### src/rtl/adder_pkg.sv
// Shared types and helpers for the ripple-carry adder slice.
// Status-flag fields exist only when ADDER_STATUS_FLAGS_EN is defined.
package adder_pkg;

  localparam int unsigned ADDER_WIDTH_DEFAULT = 4;

  // Flag group kept separate from the sum so it is independent of WIDTH.
  typedef struct packed {
    logic cout;
    logic overflow;
`ifdef ADDER_STATUS_FLAGS_EN
    logic zero;
    logic negative;
`endif
  } adder_flags_t;

  typedef struct packed {
    logic [ADDER_WIDTH_DEFAULT-1:0] sum;
    adder_flags_t                   flags;
  } adder_result_t;

  // Signed overflow: carry into the MSB differs from carry out of it.
  function automatic logic adder_overflow(input logic c_out_msb, input logic c_in_msb);
    return c_out_msb ^ c_in_msb;
  endfunction

endpackage

### src/rtl/fa_cell.sv
// One-bit full adder cell; chained by full_adder_4b into a ripple-carry adder.
module fa_cell (
  input  logic a,
  input  logic b,
  input  logic cin,
  output logic s,
  output logic cout
);

  logic p;

  always_comb begin
    p    = a ^ b;
    s    = p ^ cin;
    cout = (a & b) | (cin & p);
  end

endmodule

### src/rtl/full_adder_4b.sv
// WIDTH-bit ripple-carry adder with combinational and one-stage registered results.
// Optional status flags (zero/negative) are enabled by ADDER_STATUS_FLAGS_EN.
module full_adder_4b
  import adder_pkg::*;
#(
  parameter int unsigned WIDTH = ADDER_WIDTH_DEFAULT
) (
  input  logic             clk,
  input  logic             rst_n,
  input  logic [WIDTH-1:0] a,
  input  logic [WIDTH-1:0] b,
  input  logic             cin,
  input  logic             in_valid,
  output logic [WIDTH-1:0] sum,
  output logic             cout,
  output logic             overflow,
  output logic [WIDTH-1:0] sum_q,
  output logic             cout_q,
  output logic             overflow_q,
`ifdef ADDER_STATUS_FLAGS_EN
  output logic             zero,
  output logic             negative,
  output logic             zero_q,
  output logic             negative_q,
`endif
  output logic             out_valid
);

  logic [WIDTH:0]   c;
  logic [WIDTH-1:0] s;

  assign c[0] = cin;

  for (genvar i = 0; i < WIDTH; i++) begin : g_chain
    fa_cell u_fa (
      .a    (a[i]),
      .b    (b[i]),
      .cin  (c[i]),
      .s    (s[i]),
      .cout (c[i+1])
    );
  end

  adder_flags_t     flags;
  adder_flags_t     flags_d, flags_q;
  logic [WIDTH-1:0] sum_d;
  logic [WIDTH-1:0] sum_reg_q;
  logic             out_valid_d, out_valid_q;

  always_comb begin
    flags          = '0;
    flags.cout     = c[WIDTH];
    flags.overflow = adder_overflow(c[WIDTH], c[WIDTH-1]);
`ifdef ADDER_STATUS_FLAGS_EN
    flags.zero     = (s == '0);
    flags.negative = s[WIDTH-1];
`endif
  end

  always_comb begin
    sum_d       = sum_reg_q;
    flags_d     = flags_q;
    out_valid_d = in_valid;
    if (in_valid) begin
      sum_d   = s;
      flags_d = flags;
    end
  end

  always_ff @(posedge clk or negedge rst_n) begin
    if (!rst_n) begin
      sum_reg_q   <= '0;
      flags_q     <= '0;
      out_valid_q <= 1'b0;
    end else begin
      sum_reg_q   <= sum_d;
      flags_q     <= flags_d;
      out_valid_q <= out_valid_d;
    end
  end

  assign sum        = s;
  assign cout       = flags.cout;
  assign overflow   = flags.overflow;
  assign sum_q      = sum_reg_q;
  assign cout_q     = flags_q.cout;
  assign overflow_q = flags_q.overflow;
  assign out_valid  = out_valid_q;
`ifdef ADDER_STATUS_FLAGS_EN
  assign zero       = flags.zero;
  assign negative   = flags.negative;
  assign zero_q     = flags_q.zero;
  assign negative_q = flags_q.negative;
`endif

endmodule

### config.mk
export PLATFORM = sky130hd
export DESIGN_NAME = full_adder_4b
export DESIGN_NICKNAME = d
export VERILOG_FILES = /design/src/rtl/adder_pkg.sv /design/src/rtl/fa_cell.sv /design/src/rtl/full_adder_4b.sv
export SDC_FILE = /design/constraint.sdc
export NUM_CORES = 1
export LEC_CHECK = 0
export BUFFER_PORTS_ARGS = -buffer_cell sky130_fd_sc_hd__buf_2
export CORE_AREA = 2 2 39 41
export CTS_CLUSTER_DIAMETER = 150
export CTS_CLUSTER_SIZE = 25
export DETAILED_ROUTE_END_ITERATION = 8
export DIE_AREA = 0 0 41 43
export GPL_TIMING_DRIVEN = 0
export SYNTH_ARGS = -nofsm -noshare
export SYNTH_HDL_FRONTEND = slang
export SYNTH_SLANG_ARGS = --single-unit
### constraint.sdc
create_clock -name clk -period 2 [get_ports clk]
set_input_delay 0.2 -clock clk [delete_from_list [all_inputs] [get_ports clk]]
set_output_delay 0.2 -clock clk [all_outputs]
set_load 0.05 [all_outputs]
==> flow_summary.json, run 1 <==
{
  "grt_pass1_wl_um": 1100,
  "cts-root-buf": "clkbuf_4",
  "grt_pass1_vias": 290,
  "grt_max_degree": 9,
  "fin_nets": 83,
  "initial_core_util": 0.291,
  "fill_cells": 128,
  "die_x_um": 41,
  "clock_sinks": 7,
  "syn_nets": 51,
  "seq_area_frac_synth": 0.435,
  "maxCapViolations": 0,
  "ios": 25,
  "cp_max_fo": 2,
  "vias": 327,
  "worst_clock_skew_ns": 0,
  "multi_input_area_um2": 184,
  "criticalPathCategory": "in2out",
  "max_freq_mhz": 440,
  "fp.dieH_um": 43,
  "diodes": 0,
  "yosys.area.top_type_share": 0.435,
  "io_buffers": 24,
  "yosys.area.top_type": "dfrtp_1",
  "track_usage": 0.0994,
  "ir_worst_vdd_uv": 313,
  "wl_um": 789,
  "fin_crit_sh": 1.14,
  "setup_viol": 3,
  "firstDrtPassIters": 1,
  "p_leak_uw": 0.000352,
  "ant_nets": 0,
  "drv_slew": 0,
  "cts_tree": "yes",
  "start_kind": "input pin",
  "syn_inst": 35,
  "syn-cell-area_um2": 403,
  "slew_headroom": 0.834,
  "vias_per_cell": 3.99,
  "clkSlewWorstSetupHoldPaths_ns": 0.06,
  "routedWlPerCell_um": 9.62,
  "area_growth_pct": 64.3,
  "hold_path.class": "in2reg",
  "die-area_um2": 1760,
  "hpwlAfterDp_um": 623,
  "end_kind": "primary output",
  "synth_warnings": 0,
  "required_ns": 1.80,
  "crit_arrival_ns": 2.07,
  "drtIter0Drc": 0,
  "dp_slack_ns": -0.483,
  "ys_types": 10,
  "antenna_found_initial": 0,
  "powerDensity_nw_per_um2": 1020,
  "setup_ws_ns": -0.272,
  "drive_above_1_share": 0.742,
  "p_total_uw": 674,
  "worstMarginPinSlew_ns": 0.251,
  "violations": "setup timing",
  "hold-worst-slack_ns": 0.0672,
  "coreArea_um2": 1380,
  "synth_area_leaders": "dfrtp_1 (43%), fa_1 (20%), inv_1 (9.3%)",
  "grt_setup_unrepaired": "true",
  "clockBufferDepth": 2,
  "globalplace.congestion": 0.569,
  "status": "complete, but fails checks",
  "grt_remaining_overflow": 0,
  "drc": 0,
  "seq_area_um2": 175,
  "finalHoldViolations": 0,
  "rows": 14,
  "h-tree-depth": 1,
  "insertion_delay_ns": 0.26,
  "syn_avg_cell_area_um2": 11.5,
  "fin_crit_ns": 2.27,
  "cts_buffers": 3,
  "synth-seq-cells": 7
}
==> worst max-delay path, cell delays in order <==
cell and delay, ns:
buf_6 0.09, fa_2 0.37, inv_2 0.06, fa_2 0.18
inv_2 0.04, fa_2 0.39, inv_2 0.08, fa_2 0.44
inv_2 0.08, buf_8 0.14
==> final cells by class <==
class,instances,area share
multi-input cells,13,0.278
repair buffers,28,0.287
flip-flops and latches,7,0.265
inverters,10,0.0567
clock buffers,3,0.0340
clock inverters,1,0.00756
plain buffers,4,0.0416
well taps,16,0.0302
==> synth_stat cells <==
cell type and number:
fa_1 4, mux2_4 1, dfrtp_1 7, a21oi_1 2, buf_2 1, inv_1 10, xnor2_1 1, nor2_1 2
mux2_2 3, buf_4 4
==> metrics by stage <==
stage / TNS, ns / cell area [µm²] / instances / utilization
finish: -0.534 / 662 / 82 / 0.478
global route: -0.717 / 662 / 82 / 0.478
detailed placement: -1.34 / 579 / 75 / 0.419
floorplan: -0.355 / 439 / 35 / -
CTS: -0.742 / 641 / 80 / 0.463
global placement: -1.26 / 579 / 75 / 0.419
==> placed cells by master, fill, tap and decap left out, drive strengths merged <==
| cell type | count |
|---|---|
| buf | 31 |
| inv | 10 |
| dfrtp | 7 |
| fa | 4 |
| mux2 | 4 |
| clkbuf | 3 |
| nor2 | 2 |
| a21oi | 2 |
| xnor2 | 1 |
| clkinv | 1 |
| dlygate4sd3 | 1 |
==> repair_timing <==
action | CTS | global route
gates resized for setup | 11 | 1
endpoints found under the hold margin | 7 | 0
gates cloned | 0 | 0
setup buffers | 1 | 2
pin swaps | 4 | 5
hold buffers | 1 | 0
setup endpoints to repair | 4 | 5
==> state kept, by name (all words and copies together), names as in the netlist <==
signal      cells
overflow_q      1
cout_q          1
sum_q           4
out_valid       1
==> cells by family after synthesis <==
logic type      synth area share
compound gates            0.0248
xor+xnor                  0.0217
fa+ha+maj                  0.199
buf+inv                    0.180
flops                      0.435
mux                        0.121
simple gates              0.0186
==> layer usage <==
layer	wire length, µm	part of all wire	global-route usage
met1	253	0.32	0.0864
met5	0	0	0
met3	57	0.072	0.0524
met4	18	0.023	0.0600
met2	460	0.58	0.166
==> power breakdown <==
part           leakage (µW)  switching [µW]  internal, µW
Clock             0.0000177            58.8          73.4
Combinational      0.000253             234           128
Sequential        0.0000807            12.3           167
Total              0.000352             305           369
==> worst paths after layout <==
check / cells after the start / slack [ns] / from / endpoint
max: 10 / -0.27 / a[0] / sum[3]
min: 1 / 0.07 / in_valid / out_valid
max reg2reg: 1 / 1.25 / overflow_q / overflow_q
min reg2reg: 1 / 0.51 / sum_q[1] / sum_q[1]
max in group asynchronous: 2 / 1.56 / rst_n / sum_q[2]
min in group asynchronous: 2 / 0.29 / rst_n / out_valid
Power figures use the tool's default switching activity.
==> run 2, diff against run 1 <==
HOLD_SLACK_MARGIN = 0.1   (was unset)
==> run 2 against run 1 <==
- the flow still finishes with violations (setup timing)
- clock power about the same
- worst hold slack better by 0.23 ns
- cell area up 1.5%
- register-to-register slack about the same
- first-iteration DRC count unchanged
- clock-buffer cell count unchanged
- sequential cell count unchanged
- critical path depth unchanged
- critical endpoint unchanged
==> flow_summary.json, run 2 (synthesized netlist as in run 1, its figures left out) <==
{
  "die-area_um2": 1760,
  "critPathBufInv": 6,
  "instances_no_fill": 83,
  "ir_worst_vdd_uv": 313,
  "criticalPathCategory": "in2out",
  "fin_crit_sh": 1.14,
  "vias": 332,
  "place_area_um2": 579,
  "worst_clock_skew_ns": 0,
  "slew_headroom": 0.834,
  "h-tree-depth": 1,
  "dp_slack_ns": -0.483,
  "setup_ws_ns": -0.272,
  "start_kind": "input pin",
  "slowest_stage": "fa_2",
  "grt_setup_unrepaired": "true",
  "end_kind": "primary output",
  "largest_reg_flops": 4,
  "worstPathCellList": "buf_6 > fa_2 > inv_2 > fa_2 > inv_2 > fa_2 > inv_2 > fa_2 > inv_2 > buf_8",
  "drtIter0Drc": 0,
  "fp.dieH_um": 43,
  "rows": 14,
  "critPathTopFamily": "adder cells",
  "drv_slew": 0,
  "insertion_delay_ns": 0.26,
  "routedWlPerCell_um": 9.64,
  "clock_sinks": 7,
  "grt_pass1_vias": 300,
  "powerDensity_nw_per_um2": 1000,
  "finalSetupTns_ns": -0.533,
  "grt_remaining_overflow": 0,
  "status": "complete, but fails checks",
  "io_buffers": 24,
  "dp_cells": 75,
  "ios": 25,
  "initial_core_util": 0.291,
  "required_ns": 1.80,
  "cp_max_fo": 2,
  "cts_buffers": 3,
  "coreArea_um2": 1380,
  "stdcell_area_um2": 672,
  "violations": "setup timing",
  "fin_crit_ns": 2.27,
  "max_freq_mhz": 440,
  "max_stage_delay_ns": 0.44,
  "fill_cells": 125,
  "drive_above_1_share": 0.731,
  "drc": 0,
  "globalplace.congestion": 0.569,
  "clockBufferDepth": 2,
  "hold_path.class": "in2async",
  "grt_max_degree": 9,
  "diodes": 0,
  "vias_per_cell": 4.00,
  "antenna_found_initial": 0,
  "grt_pass1_wl_um": 1120,
  "worstMarginPinSlew_ns": 0.251,
  "ant_nets": 0,
  "hpwlAfterDp_um": 623,
  "track_usage": 0.100,
  "setup_viol": 3,
  "maxCapViolations": 0,
  "fin_nets": 84,
  "p_total_uw": 675,
  "final_cell_mix": "buf_2 (19), buf_4 (7), dfrtp_1 (7)",
  "wl_um": 800,
  "die_x_um": 41,
  "clkSlewWorstSetupHoldPaths_ns": 0.06,
  "crit_arrival_ns": 2.07,
  "layout.cells.most_common": "buf_2",
  "finalHoldViolations": 0,
  "firstDrtPassIters": 1,
  "cts_tree": "yes",
  "area_growth_pct": 66.8,
  "cts-root-buf": "clkbuf_4",
  "p_leak_uw": 0.000356
}
==> run 2: path summary, 6_finish.rpt <==
check / start / endpoint / slack (ns) / cells past startpoint
max in group asynchronous: rst_n / sum_q[2] / 1.56 / 2
hold / removal: rst_n / out_valid / 0.29 / 2
min in group clk: cin / sum_q[0] / 0.39 / 3
hold reg to reg: sum_q[1] / sum_q[1] / 0.51 / 1
setup / recovery: a[0] / sum[3] / -0.27 / 10
setup reg to reg: overflow_q / overflow_q / 1.25 / 1
==> run 2: routing by layer <==
layer  routed length [µm]  global-route usage  part of all wire
met4                   18              0.0600             0.023
met3                   58              0.0524             0.073
met1                  259              0.0864              0.32
met2                  464               0.169              0.58
met5                    0                   0                 0
==> run 2: per-stage QoR <==
step / hold WS [ns] / util
2_1_floorplan: -0.0956 / -
4_1_cts: 0.293 / 0.470
3_5_place_dp: 0.0372 / 0.419
6_report: 0.294 / 0.486
3_3_place_gp: 0.0375 / 0.419
5_1_grt: 0.318 / 0.486
==> run 2: layout make-up <==
class | instances | area, µm² | area share
Timing Repair Buffer | 29 | 200 | 0.298
Tap cell | 16 | 20.0 | 0.0298
Sequential cell | 7 | 175 | 0.261
Clock buffer | 3 | 22.5 | 0.0335
Buffer | 4 | 27.5 | 0.0410
Clock inverter | 1 | 5.00 | 0.00745
Inverter | 10 | 37.5 | 0.0559
Multi-Input combinational cell | 13 | 184 | 0.274
==> run 2: repair_timing <==
item                                    in CTS  in global routing
buffers inserted                             1                  2
endpoints found under the setup margin       4                  5
hold endpoints to repair                     8                  0
gates resized for setup                     11                  1
hold buffers                                 2                  0
pin swaps                                    4                  5
==> run 2: power by group <==
part	switching [µW]	leakage (µW)	total, µW	internal (µW)
combinational	234	0.000257	364	130
sequential	12.4	0.0000807	180	167
clock	58.6	0.0000177	132	73.4
total	305	0.000356	675	370
